File: config.mk
export PLATFORM = sky130hd
export DESIGN_NAME = keypad_emulator_flat
export DESIGN_NICKNAME = d
export VERILOG_FILES = /design/src/rtl/keypad_emulator_if.sv /design/src/rtl/keypad_emulator.sv /design/src/flat_wrapper.sv
export SDC_FILE = /design/constraint.sdc
export NUM_CORES = 1
export LEC_CHECK = 0
export ABC_AREA = 1
export CAP_MARGIN = 20
export CORE_ASPECT_RATIO = 1.75
export CORE_MARGIN = 4
export CORE_UTILIZATION = 25
export DETAILED_ROUTE_END_ITERATION = 8
export GPL_TIMING_DRIVEN = 0
export PLACE_DENSITY = 0.38
export SLEW_MARGIN = 20
export SYNTH_ARGS = -nofsm -noshare
export SYNTH_HDL_FRONTEND = slang
export SYNTH_SLANG_ARGS = --single-unit
File: constraint.sdc
create_clock -name clk -period 4.75 [get_ports clk]
set_input_delay 0.7125 -clock clk [delete_from_list [all_inputs] [get_ports clk]]
set_output_delay 0.7125 -clock clk [all_outputs]
set_load 0.02 [all_outputs]
File: src/rtl/keypad_emulator_if.sv
// Keypad emulator bus: the scanner-facing row/col matrix lines plus the press
// request/status handshake.
//   master : scanner/controller side (drives col and press requests)
//   slave  : emulator side (drives row and status)
interface keypad_emulator_if;
    logic [3:0] col;          // column strobes, active low, col[0] = leftmost
    logic [3:0] row;          // row returns, active low, row[0] = top
    logic [3:0] key_code;     // key to press, sampled on accepted press_req
    logic [7:0] hold_ms;      // stable-closed time in ms, 0 behaves as 1
    logic       press_req;    // single-cycle press request
    logic       busy;         // press in progress
    logic       done;         // one-cycle pulse on return to idle
    logic       req_dropped;  // press_req seen while busy
    logic       contact;      // emulated switch closure

    modport master (
        output col, key_code, hold_ms, press_req,
        input  row, busy, done, req_dropped, contact
    );

    modport slave (
        input  col, key_code, hold_ms, press_req,
        output row, busy, done, req_dropped, contact
    );
endinterface

File: src/rtl/keypad_emulator.sv
// 4x4 matrix keypad emulator: responder end of a keypad scan bus. A commanded
// press bounces on make, stays closed for hold_ms milliseconds, then bounces on
// break. While closed, the row of the pressed key follows its column strobe
// combinationally, like the passive switch matrix it replaces.
// Ports:
//   clk : system clock
//   rst : asynchronous active-high reset
//   kp  : keypad_emulator_if.slave (col/row matrix, press request and status)
module keypad_emulator #(
    parameter int unsigned CLK_FREQ      = 50_000_000,
    parameter int unsigned BOUNCE_CYCLES = 50_000,
    parameter int unsigned BOUNCE_STEP   = 2_500,
    parameter logic [7:0]  LFSR_SEED     = 8'hA5
) (
    input logic              clk,
    input logic              rst,
    keypad_emulator_if.slave kp
);

    localparam int unsigned MsCycles = CLK_FREQ / 1000;
    localparam int unsigned CntMax   = (MsCycles > BOUNCE_CYCLES) ? MsCycles : BOUNCE_CYCLES;
    localparam int unsigned CntW     = (CntMax > 1) ? $clog2(CntMax) : 1;
    localparam int unsigned StepW    = (BOUNCE_STEP > 1) ? $clog2(BOUNCE_STEP) : 1;

    localparam logic [CntW-1:0]  BounceLast = CntW'(BOUNCE_CYCLES - 1);
    localparam logic [CntW-1:0]  TickLast   = CntW'(MsCycles - 1);
    localparam logic [StepW-1:0] StepLast   = StepW'(BOUNCE_STEP - 1);

    typedef enum logic [1:0] {StIdle, StBounceIn, StHeld, StBounceOut} state_e;

    state_e            state_q, state_d;
    logic [CntW-1:0]   cnt_q, cnt_d;    // bounce cycle count, or ms tick count in HELD
    logic [StepW-1:0]  step_q, step_d;  // cycles since last LFSR advance
    logic [7:0]        ms_q, ms_d;
    logic [7:0]        lfsr_q, lfsr_d;
    logic [3:0]        key_q, key_d;
    logic [7:0]        hold_q, hold_d;
    logic              done_q, done_d;

    logic       contact;
    logic       busy;
    logic [7:0] lfsr_next;
    logic [1:0] kr, kc;
    logic [3:0] row_out;

    // x^8 + x^6 + x^5 + x^4 + 1, shift left, feedback into bit 0
    assign lfsr_next = {lfsr_q[6:0], lfsr_q[7] ^ lfsr_q[5] ^ lfsr_q[4] ^ lfsr_q[3]};

    always_comb begin
        state_d = state_q;
        cnt_d   = cnt_q;
        step_d  = step_q;
        ms_d    = ms_q;
        lfsr_d  = lfsr_q;
        key_d   = key_q;
        hold_d  = hold_q;
        done_d  = 1'b0;
        contact = 1'b0;
        unique case (state_q)
            StIdle: begin
                if (kp.press_req) begin
                    key_d   = kp.key_code;
                    hold_d  = (kp.hold_ms == 8'd0) ? 8'd1 : kp.hold_ms;
                    cnt_d   = '0;
                    step_d  = '0;
                    state_d = StBounceIn;
                end
            end
            StBounceIn, StBounceOut: begin
                contact = lfsr_q[0];
                if (step_q == StepLast) begin
                    step_d = '0;
                    lfsr_d = lfsr_next;
                end else begin
                    step_d = step_q + 1'b1;
                end
                if (cnt_q == BounceLast) begin
                    cnt_d = '0;
                    if (state_q == StBounceIn) begin
                        contact = 1'b1;
                        ms_d    = '0;
                        state_d = StHeld;
                    end else begin
                        contact = 1'b0;
                        done_d  = 1'b1;
                        state_d = StIdle;
                    end
                end else begin
                    cnt_d = cnt_q + 1'b1;
                end
            end
            StHeld: begin
                contact = 1'b1;
                if (cnt_q == TickLast) begin
                    cnt_d = '0;
                    if (ms_q == hold_q - 8'd1) begin
                        step_d  = '0;
                        state_d = StBounceOut;
                    end else begin
                        ms_d = ms_q + 8'd1;
                    end
                end else begin
                    cnt_d = cnt_q + 1'b1;
                end
            end
            default: state_d = StIdle;
        endcase
    end

    always_ff @(posedge clk or posedge rst) begin
        if (rst) begin
            state_q <= StIdle;
            cnt_q   <= '0;
            step_q  <= '0;
            ms_q    <= '0;
            lfsr_q  <= LFSR_SEED;
            key_q   <= 4'h0;
            hold_q  <= 8'd1;
            done_q  <= 1'b0;
        end else begin
            state_q <= state_d;
            cnt_q   <= cnt_d;
            step_q  <= step_d;
            ms_q    <= ms_d;
            lfsr_q  <= lfsr_d;
            key_q   <= key_d;
            hold_q  <= hold_d;
            done_q  <= done_d;
        end
    end

    // Key map: r0 = 1 2 3 A, r1 = 4 5 6 B, r2 = 7 8 9 C, r3 = 0 F E D
    always_comb begin
        kr = 2'd0;
        kc = 2'd0;
        unique case (key_q)
            4'h1: begin kr = 2'd0; kc = 2'd0; end
            4'h2: begin kr = 2'd0; kc = 2'd1; end
            4'h3: begin kr = 2'd0; kc = 2'd2; end
            4'hA: begin kr = 2'd0; kc = 2'd3; end
            4'h4: begin kr = 2'd1; kc = 2'd0; end
            4'h5: begin kr = 2'd1; kc = 2'd1; end
            4'h6: begin kr = 2'd1; kc = 2'd2; end
            4'hB: begin kr = 2'd1; kc = 2'd3; end
            4'h7: begin kr = 2'd2; kc = 2'd0; end
            4'h8: begin kr = 2'd2; kc = 2'd1; end
            4'h9: begin kr = 2'd2; kc = 2'd2; end
            4'hC: begin kr = 2'd2; kc = 2'd3; end
            4'h0: begin kr = 2'd3; kc = 2'd0; end
            4'hF: begin kr = 2'd3; kc = 2'd1; end
            4'hE: begin kr = 2'd3; kc = 2'd2; end
            4'hD: begin kr = 2'd3; kc = 2'd3; end
        endcase
    end

    // Passive matrix: no registering, so the row tracks col with zero latency.
    always_comb begin
        row_out = 4'hF;
        if (contact && !kp.col[kc]) begin
            row_out[kr] = 1'b0;
        end
    end

    assign busy           = (state_q != StIdle);
    assign kp.row         = row_out;
    assign kp.busy        = busy;
    assign kp.done        = done_q;
    assign kp.req_dropped = kp.press_req & busy;
    assign kp.contact     = contact;

endmodule

File: src/flat_wrapper.sv
// flat-port wrapper written by rule: the top's interface ports become plain ports
module keypad_emulator_flat 
#(
    parameter int unsigned CLK_FREQ      = 50_000_000,
    parameter int unsigned BOUNCE_CYCLES = 50_000,
    parameter int unsigned BOUNCE_STEP   = 2_500,
    parameter logic [7:0]  LFSR_SEED     = 8'hA5
)
  (clk, rst, kp_col, kp_key_code, kp_hold_ms, kp_press_req, kp_row, kp_busy, kp_done, kp_req_dropped, kp_contact);
  keypad_emulator_if kp_i ();
  input logic clk;
  input logic rst;
  input wire logic [$bits(kp_i.col)-1:0] kp_col;
  input wire logic [$bits(kp_i.key_code)-1:0] kp_key_code;
  input wire logic [$bits(kp_i.hold_ms)-1:0] kp_hold_ms;
  input wire logic [$bits(kp_i.press_req)-1:0] kp_press_req;
  output wire logic [$bits(kp_i.row)-1:0] kp_row;
  output wire logic [$bits(kp_i.busy)-1:0] kp_busy;
  output wire logic [$bits(kp_i.done)-1:0] kp_done;
  output wire logic [$bits(kp_i.req_dropped)-1:0] kp_req_dropped;
  output wire logic [$bits(kp_i.contact)-1:0] kp_contact;
  assign kp_i.col = kp_col;
  assign kp_i.key_code = kp_key_code;
  assign kp_i.hold_ms = kp_hold_ms;
  assign kp_i.press_req = kp_press_req;
  assign kp_row = kp_i.row;
  assign kp_busy = kp_i.busy;
  assign kp_done = kp_i.done;
  assign kp_req_dropped = kp_i.req_dropped;
  assign kp_contact = kp_i.contact;
  keypad_emulator #(.CLK_FREQ(CLK_FREQ), .BOUNCE_CYCLES(BOUNCE_CYCLES), .BOUNCE_STEP(BOUNCE_STEP), .LFSR_SEED(LFSR_SEED)) u_core (.clk(clk), .rst(rst), .kp(kp_i));
endmodule
==> impl_metrics.json, run 1 <==
{
  "avgSynthCellArea_um2": 7.30,
  "cts_setup_buffers": 0,
  "fmax_mhz": 308,
  "hold_violations": 0,
  "rsz0062_at_grt": "no",
  "synth_top_area_cell": "dfrtp_1",
  "cts_num_sinks": 59,
  "crit_type": "reg2out",
  "die_h_um": 171,
  "worstSetupStartpointType": "register",
  "antenna_found_initial": 0,
  "final-setup-viol-count": 0,
  "clk_pin_slew_ns": 0.06,
  "synth_area_mm2": 0.00378,
  "min_period_over_period": 0.683,
  "r2r-start": "u_core.state_q[0]$_DFFE_PP0P_",
  "worstMarginPinSlew_ns": 0.494,
  "max_slew_margin": 0.671,
  "via_per_inst": 4.59,
  "ir_drop_uv": 202,
  "drc_errors": 0,
  "clk_latency_ns": 0.33,
  "grt_pass1_wl_um": 17200,
  "fp-row-count": 59,
  "initial_utilization": 0.255,
  "cts_resized": 0,
  "cts_tree": "done",
  "io_pins": 27,
  "cts_buffers": 9,
  "final_core_util": 0.308,
  "cts_hold_buffers": 0,
  "fin_nets": 583,
  "timing.critical_path.from": "u_core.cnt_q[0]$_DFFE_PP0P_",
  "worst-path-max-fanout": 6,
  "p_sw_mw": 1.00,
  "synth_top_family_by_area": "simple AND/OR/NAND/NOR gates",
  "die_x_um": 101,
  "gr-usage-all-layers": 0.127,
  "power_density_mw_per_mm2": 506,
  "finalInstanceArea_mm2": 0.00457,
  "leakage_nw": 2.00,
  "hold_path.class": "reg2reg",
  "core_mm2": 0.0148,
  "synth_nets": 545,
  "grt_overflow": 0,
  "die_area_mm2": 0.0172,
  "syn_to_final_growth_pct": 20.7,
  "htree_levels": 3,
  "layout_setup_ws_ns": 1.50,
  "synth_simple_gate_area_share": 0.355,
  "place_ws_ns": 1.70,
  "dr.pass1.iters": 5,
  "whs_ns": 0.467,
  "internal_power_mw": 1.31,
  "pwr-share-clk": 0.262,
  "status": "complete, no violations",
  "synth.area.mux_share": 0.00298,
  "cap_viol_max_count": 0,
  "yosys-top-cells-area": "dfrtp_1, nand2_1, inv_1",
  "synth_fa_ha_area_frac": 0.0265,
  "multi_input_area_mm2": 0.00200,
  "syn_inst": 518,
  "drt-total-wl_um": 10100,
  "grt_pass1_vias": 3500,
  "pwr-share-seq": 0.298,
  "yosysWarnings": 0,
  "ys_seq_area_frac": 0.392,
  "clockRootBuffer": "clkbuf_16",
  "fin_worst_skew_ns": 0.0139,
  "end_kind": "output port",
  "gp_congestion": 0.801,
  "p_total_mw": 2.31,
  "dr.first_iter.drc_count": 96,
  "num_antenna_cells": 0,
  "synth-xor-area-share": 0.0417,
  "min_from": "u_core.lfsr_q[2]$_DFFE_PP1P_",
  "drt.antenna.violating_nets": 0,
  "cts_max_path_buffers": 2,
  "slew_violations": 0,
  "dp.final_hpwl_um": 7640,
  "grt_max_degree": 31,
  "synth_compound_area_frac": 0.103,
  "finalNonFillerCells": 744,
  "ys_ff_latch": 59,
  "num-fill-cells": 1576,
  "synth_cell_type_count": 37,
  "p_sw_frac": 0.433,
  "fin_crit_ns": 3.25,
  "p_comb_frac": 0.440,
  "place_inst": 728,
  "drive_gt1_frac": 0.123,
  "wl_per_cell_um": 13.6,
  "synth_top_area_frac": 0.357,
  "ff_latch_area_mm2": 0.00148,
  "vias": 3417,
  "crit_arrival_ns": 2.53,
  "io_buffers": 26,
  "setup_tns_ns": 0,
  "dpl_cell_area_mm2": 0.00429,
  "crit_required_ns": 4.04
}
-- cells in the mapped netlist (all sizes together) --
cell type and number:
o211ai 1, xnor2 8, nor3 9, o22ai 7
dfstp 5, o21ai 40, nand3b 5, nand4 15
a21oi 15, xor2 10, nand2 151, nand3 46
or3 1, nor4 3, nor2 62, o31ai 1
ha 8, mux2 1, buf 3, a32o 1
clkbuf 3, inv 64, o21a 1, clkinv 4
dfrtp 54
-- critical path: stages (launching register included) --
cell and delay (ns):
dfrtp_1 0.39, ha_1 0.22, nand3_2 0.15, nor2_1 0.13, nand2_1 0.11, inv_1 0.09, nor2_1 0.04, o22ai_1 0.38
clkdlybuf4s50_1 0.70
-- power groups by stage --
stage	Combinational (mW)	Clock [mW]	Sequential [mW]
final	1.02	0.606	0.689
after global routing	1.16	0.659	0.702
after detailed placement	1.04	0	0.698
after floorplan	0.768	0	0.670
after CTS	1.04	0.639	0.690
after global placement	1.03	0	0.697
-- layout by cell type (no fill, tap or decap), types with 7 or more instances in the layout --
master / count
a21oi_1: 14
o21ai_0: 22
o21ai_2: 9
dfrtp_1: 54
nand2_2: 13
o22ai_1: 7
nor3_1: 8
clkbuf_16: 9
ha_1: 8
xnor2_1: 8
clkdlybuf4s50_1: 26
nand2_1: 135
inv_1: 58
xor2_1: 10
nand4_1: 15
nand3_1: 43
nor2_1: 54
o21ai_1: 9
-- sequential cells by signal, indices dropped and copies added (netlist names) --
signal,cells
u_core.lfsr_q,8
u_core.key_q,4
u_core.kp.done,1
u_core.state_q,2
u_core.hold_q,8
u_core.step_q,12
u_core.cnt_q,16
u_core.ms_q,8
-- worst paths after layout --
| check | endpoint | depth (start not counted) | slack, ns |
|---|---|---|---|
| max | kp_contact | 8 | 1.50 |
| min | u_core.lfsr_q[2]$_DFFE_PP1P_ | 2 | 0.47 |
| max reg2reg | u_core.cnt_q[4]$_DFFE_PP0P_ | 7 | 2.39 |
| min reg2reg | u_core.lfsr_q[2]$_DFFE_PP1P_ | 2 | 0.47 |
| max in group asynchronous | u_core.lfsr_q[0]$_DFFE_PP1P_ | 3 | 3.39 |
| min in group asynchronous | u_core.ms_q[0]$_DFFE_PP0P_ | 2 | 0.77 |
-- layer usage --
metal / GRT usage / up-vias / routed length [µm]
li1: - / 1764 / -
met1: 0.132 / 1588 / 3990
met2: 0.237 / 45 / 5460
met3: 0.0282 / 20 / 360
met4: 0.0567 / 0 / 290
met5: 0 / - / 0
-- cells by family after synthesis --
| kind of cell | Yosys count |
|---|---|
| compound gates | 66 |
| xor+xnor | 18 |
| fa+ha+maj | 8 |
| buf+inv | 74 |
| flops | 59 |
| mux | 1 |
| simple gates | 292 |
-- layout make-up --
| type | instances | area share |
|---|---|---|
| buffer | 6 | 0.00904 |
| clock inverter | 5 | 0.00658 |
| timing repair buffer | 27 | 0.0614 |
| clock buffer | 11 | 0.0532 |
| inverter | 68 | 0.0565 |
| multi-input combinational | 385 | 0.438 |
| tap | 183 | 0.0502 |
| sequential | 59 | 0.325 |
Power figures use the tool's default switching activity.
==> run 2, diff against run 1 <==
Clock period 4.75 ns to 3 ns, I/O delays scaled along.
==> run 2 against run 1 <==
- combinational power up 58%
- first-iteration DRC count unchanged
- setup slack worse by 1.1 ns
- utilization up 0.13 points
- clock power up 58%
- non-clock buffer count unchanged
- sequential share of layout area down 0.13 points
- clock-buffer cell count unchanged
- clock skew about the same
- flip-flop and latch count unchanged
- global-route usage unchanged
- cell count unchanged
- largest cell class unchanged
- largest power group unchanged
==> impl_metrics.json, run 2 (synthesized netlist as in run 1, its figures left out) <==
{
  "largest_registers": "u_core.cnt_q (16), u_core.step_q (12)",
  "fmax_mhz": 387,
  "dr.first_iter.drc_count": 96,
  "core_mm2": 0.0148,
  "io_buffers": 26,
  "cp_cell_sequence": "inv_1, ha_1, clkinv_1, clkdlybuf4s50_1",
  "worstMarginPinSlew_ns": 0.494,
  "largest_reg_flops": 16,
  "clockRootBuffer": "clkbuf_16",
  "critPathTopFamily": "buffers and inverters",
  "pwr-share-clk": 0.262,
  "slew_violations": 0,
  "drt-total-wl_um": 10100,
  "wl_per_cell_um": 13.6,
  "num-fill-cells": 1576,
  "final_cell_mix": "nand2_1, inv_1, nor2_1, dfrtp_1, nand3_1",
  "rsz0062_at_grt": "no",
  "cts_setup_buffers": 0,
  "die_x_um": 101,
  "cts_max_path_buffers": 2,
  "final-setup-viol-count": 0,
  "die_h_um": 171,
  "pwr-share-seq": 0.298,
  "cap_viol_max_count": 0,
  "crit_type": "reg2out",
  "crit_required_ns": 2.55,
  "fin_worst_skew_ns": 0.0139,
  "io_pins": 27,
  "gp_congestion": 0.801,
  "place_ws_ns": 0.311,
  "max_slew_margin": 0.671,
  "hold_path.class": "reg2reg",
  "hold_violations": 0,
  "drc_errors": 0,
  "antenna_found_initial": 0,
  "ir_drop_uv": 319,
  "grt_overflow": 0,
  "crit_arrival_ns": 2.13,
  "mostFrequentLayoutCell": "nand2_1",
  "grt_pass1_wl_um": 17200,
  "worstSetupStartpointType": "register",
  "p_sw_frac": 0.434,
  "internal_power_mw": 2.07,
  "drt.antenna.violating_nets": 0,
  "gr-usage-all-layers": 0.127,
  "worst-path-max-fanout": 8,
  "final_core_util": 0.309,
  "cpPeakStageDelay_ns": 0.64,
  "p_comb_frac": 0.440,
  "clk_latency_ns": 0.33,
  "fp-row-count": 59,
  "dr.pass1.iters": 4,
  "via_per_inst": 4.59,
  "vias": 3415,
  "fin_crit_ns": 2.58,
  "layout_setup_ws_ns": 0.417,
  "grt_pass1_vias": 3500,
  "die_area_mm2": 0.0172,
  "initial_utilization": 0.255,
  "cts_buffers": 9,
  "finalNonFillerCells": 744,
  "end_kind": "output port",
  "htree_levels": 3,
  "leakage_nw": 2.02,
  "drive_gt1_frac": 0.125,
  "cts_hold_buffers": 0,
  "place_inst": 728,
  "grt_max_degree": 31,
  "dp.final_hpwl_um": 7640,
  "num_antenna_cells": 0,
  "fin_nets": 583,
  "regMostFlops": "u_core.cnt_q",
  "min_period_over_period": 0.861,
  "cts_tree": "done",
  "clk_pin_slew_ns": 0.06,
  "syn_to_final_growth_pct": 21.2,
  "cts_num_sinks": 59,
  "power_density_mw_per_mm2": 799,
  "p_sw_mw": 1.59,
  "critical_path.slowest_cell": "clkdlybuf4s50_1",
  "status": "complete, no violations",
  "timing.critical_path.buf_inv": 3
}
==> run 2: cell types whose count changed in the layout (fill, tap and decap cells not counted) <==
cell	change
clkdlybuf4s50_1	-5
dlymetal6s2s_1	+5
o21ai_0	-1
o21ai_1	+1
o22ai_1	-1
o22ai_2	+1
==> run 2: worst paths after layout <==
kind                                                    start                            to  slack, ns  cells past startpoint
worst max-delay path            u_core.state_q[0]$_DFFE_PP0P_                       kp_busy       0.42                      4
worst min-delay path             u_core.lfsr_q[2]$_DFFE_PP1P_  u_core.lfsr_q[2]$_DFFE_PP1P_       0.47                      2
worst max register to register  u_core.state_q[0]$_DFFE_PP0P_   u_core.cnt_q[4]$_DFFE_PP0P_       0.63                      7
worst min register to register   u_core.lfsr_q[2]$_DFFE_PP1P_  u_core.lfsr_q[2]$_DFFE_PP1P_       0.47                      2
max in group asynchronous                                 rst  u_core.lfsr_q[0]$_DFFE_PP1P_       1.91                      3
min in group asynchronous                                 rst    u_core.ms_q[0]$_DFFE_PP0P_       0.50                      2
==> run 2: timing repair <==
| action | CTS | global route |
|---|---|---|
| endpoints found under the hold margin | 0 | 0 |
| endpoints found under the setup margin | 5 | 5 |
| gates resized for setup | 1 | 6 |
| gates cloned | 0 | 0 |
==> run 2: tightest hold or removal path: stages, from the launching register on <==
cell and delay, ns:
dfstp_2 0.37, nand2_1 0.05, nand2_1 0.04
==> run 2: power by group through the flow <==
stage	clock network, mW	logic [mW]	registers [mW]
2_1_floorplan	0	1.22	1.06
3_3_place_gp	0	1.63	1.10
3_5_place_dp	0	1.65	1.11
4_1_cts	1.01	1.66	1.09
5_1_grt	1.04	1.84	1.11
6_report	0.960	1.61	1.09
==> run 2: layout make-up <==
type                       count  area, µm²  share of cell area
timing repair buffer          27        293              0.0639
clock buffer                  11        243              0.0529
sequential                    59       1480               0.323
inverter                      68        258              0.0562
buffer                         6       41.3             0.00901
multi-input combinational    385       2010               0.438
tap                          183        229              0.0499
clock inverter                 5       30.0             0.00655
==> run 2: per-stage QoR <==
stage	instance area (µm²)	total power [mW]	TNS, ns	hold slack [ns]
floorplan	3780	2.28	0	0.442
global placement	4270	2.74	-18.88	0.453
detailed placement	4290	2.75	0	0.464
CTS	4570	3.76	0	0.471
global route	4580	4.00	0	0.492
finish	4580	3.66	0	0.467
==> run 2: per-layer routing <==
layer	up-vias	global-route usage	wire (µm)
met4	0	0.0567	290
met3	20	0.0282	367
met2	45	0.237	5440
li1	1764	-	-
met1	1586	0.132	4010
met5	-	0	0
==> run 3, diff against run 2 <==
Settings changed: CAP_MARGIN 20 to default, TNS_END_PERCENT from default to 30.
==> results of run 3 <==
Same layout as run 2: the final DEF is identical, and so are final timing and power.
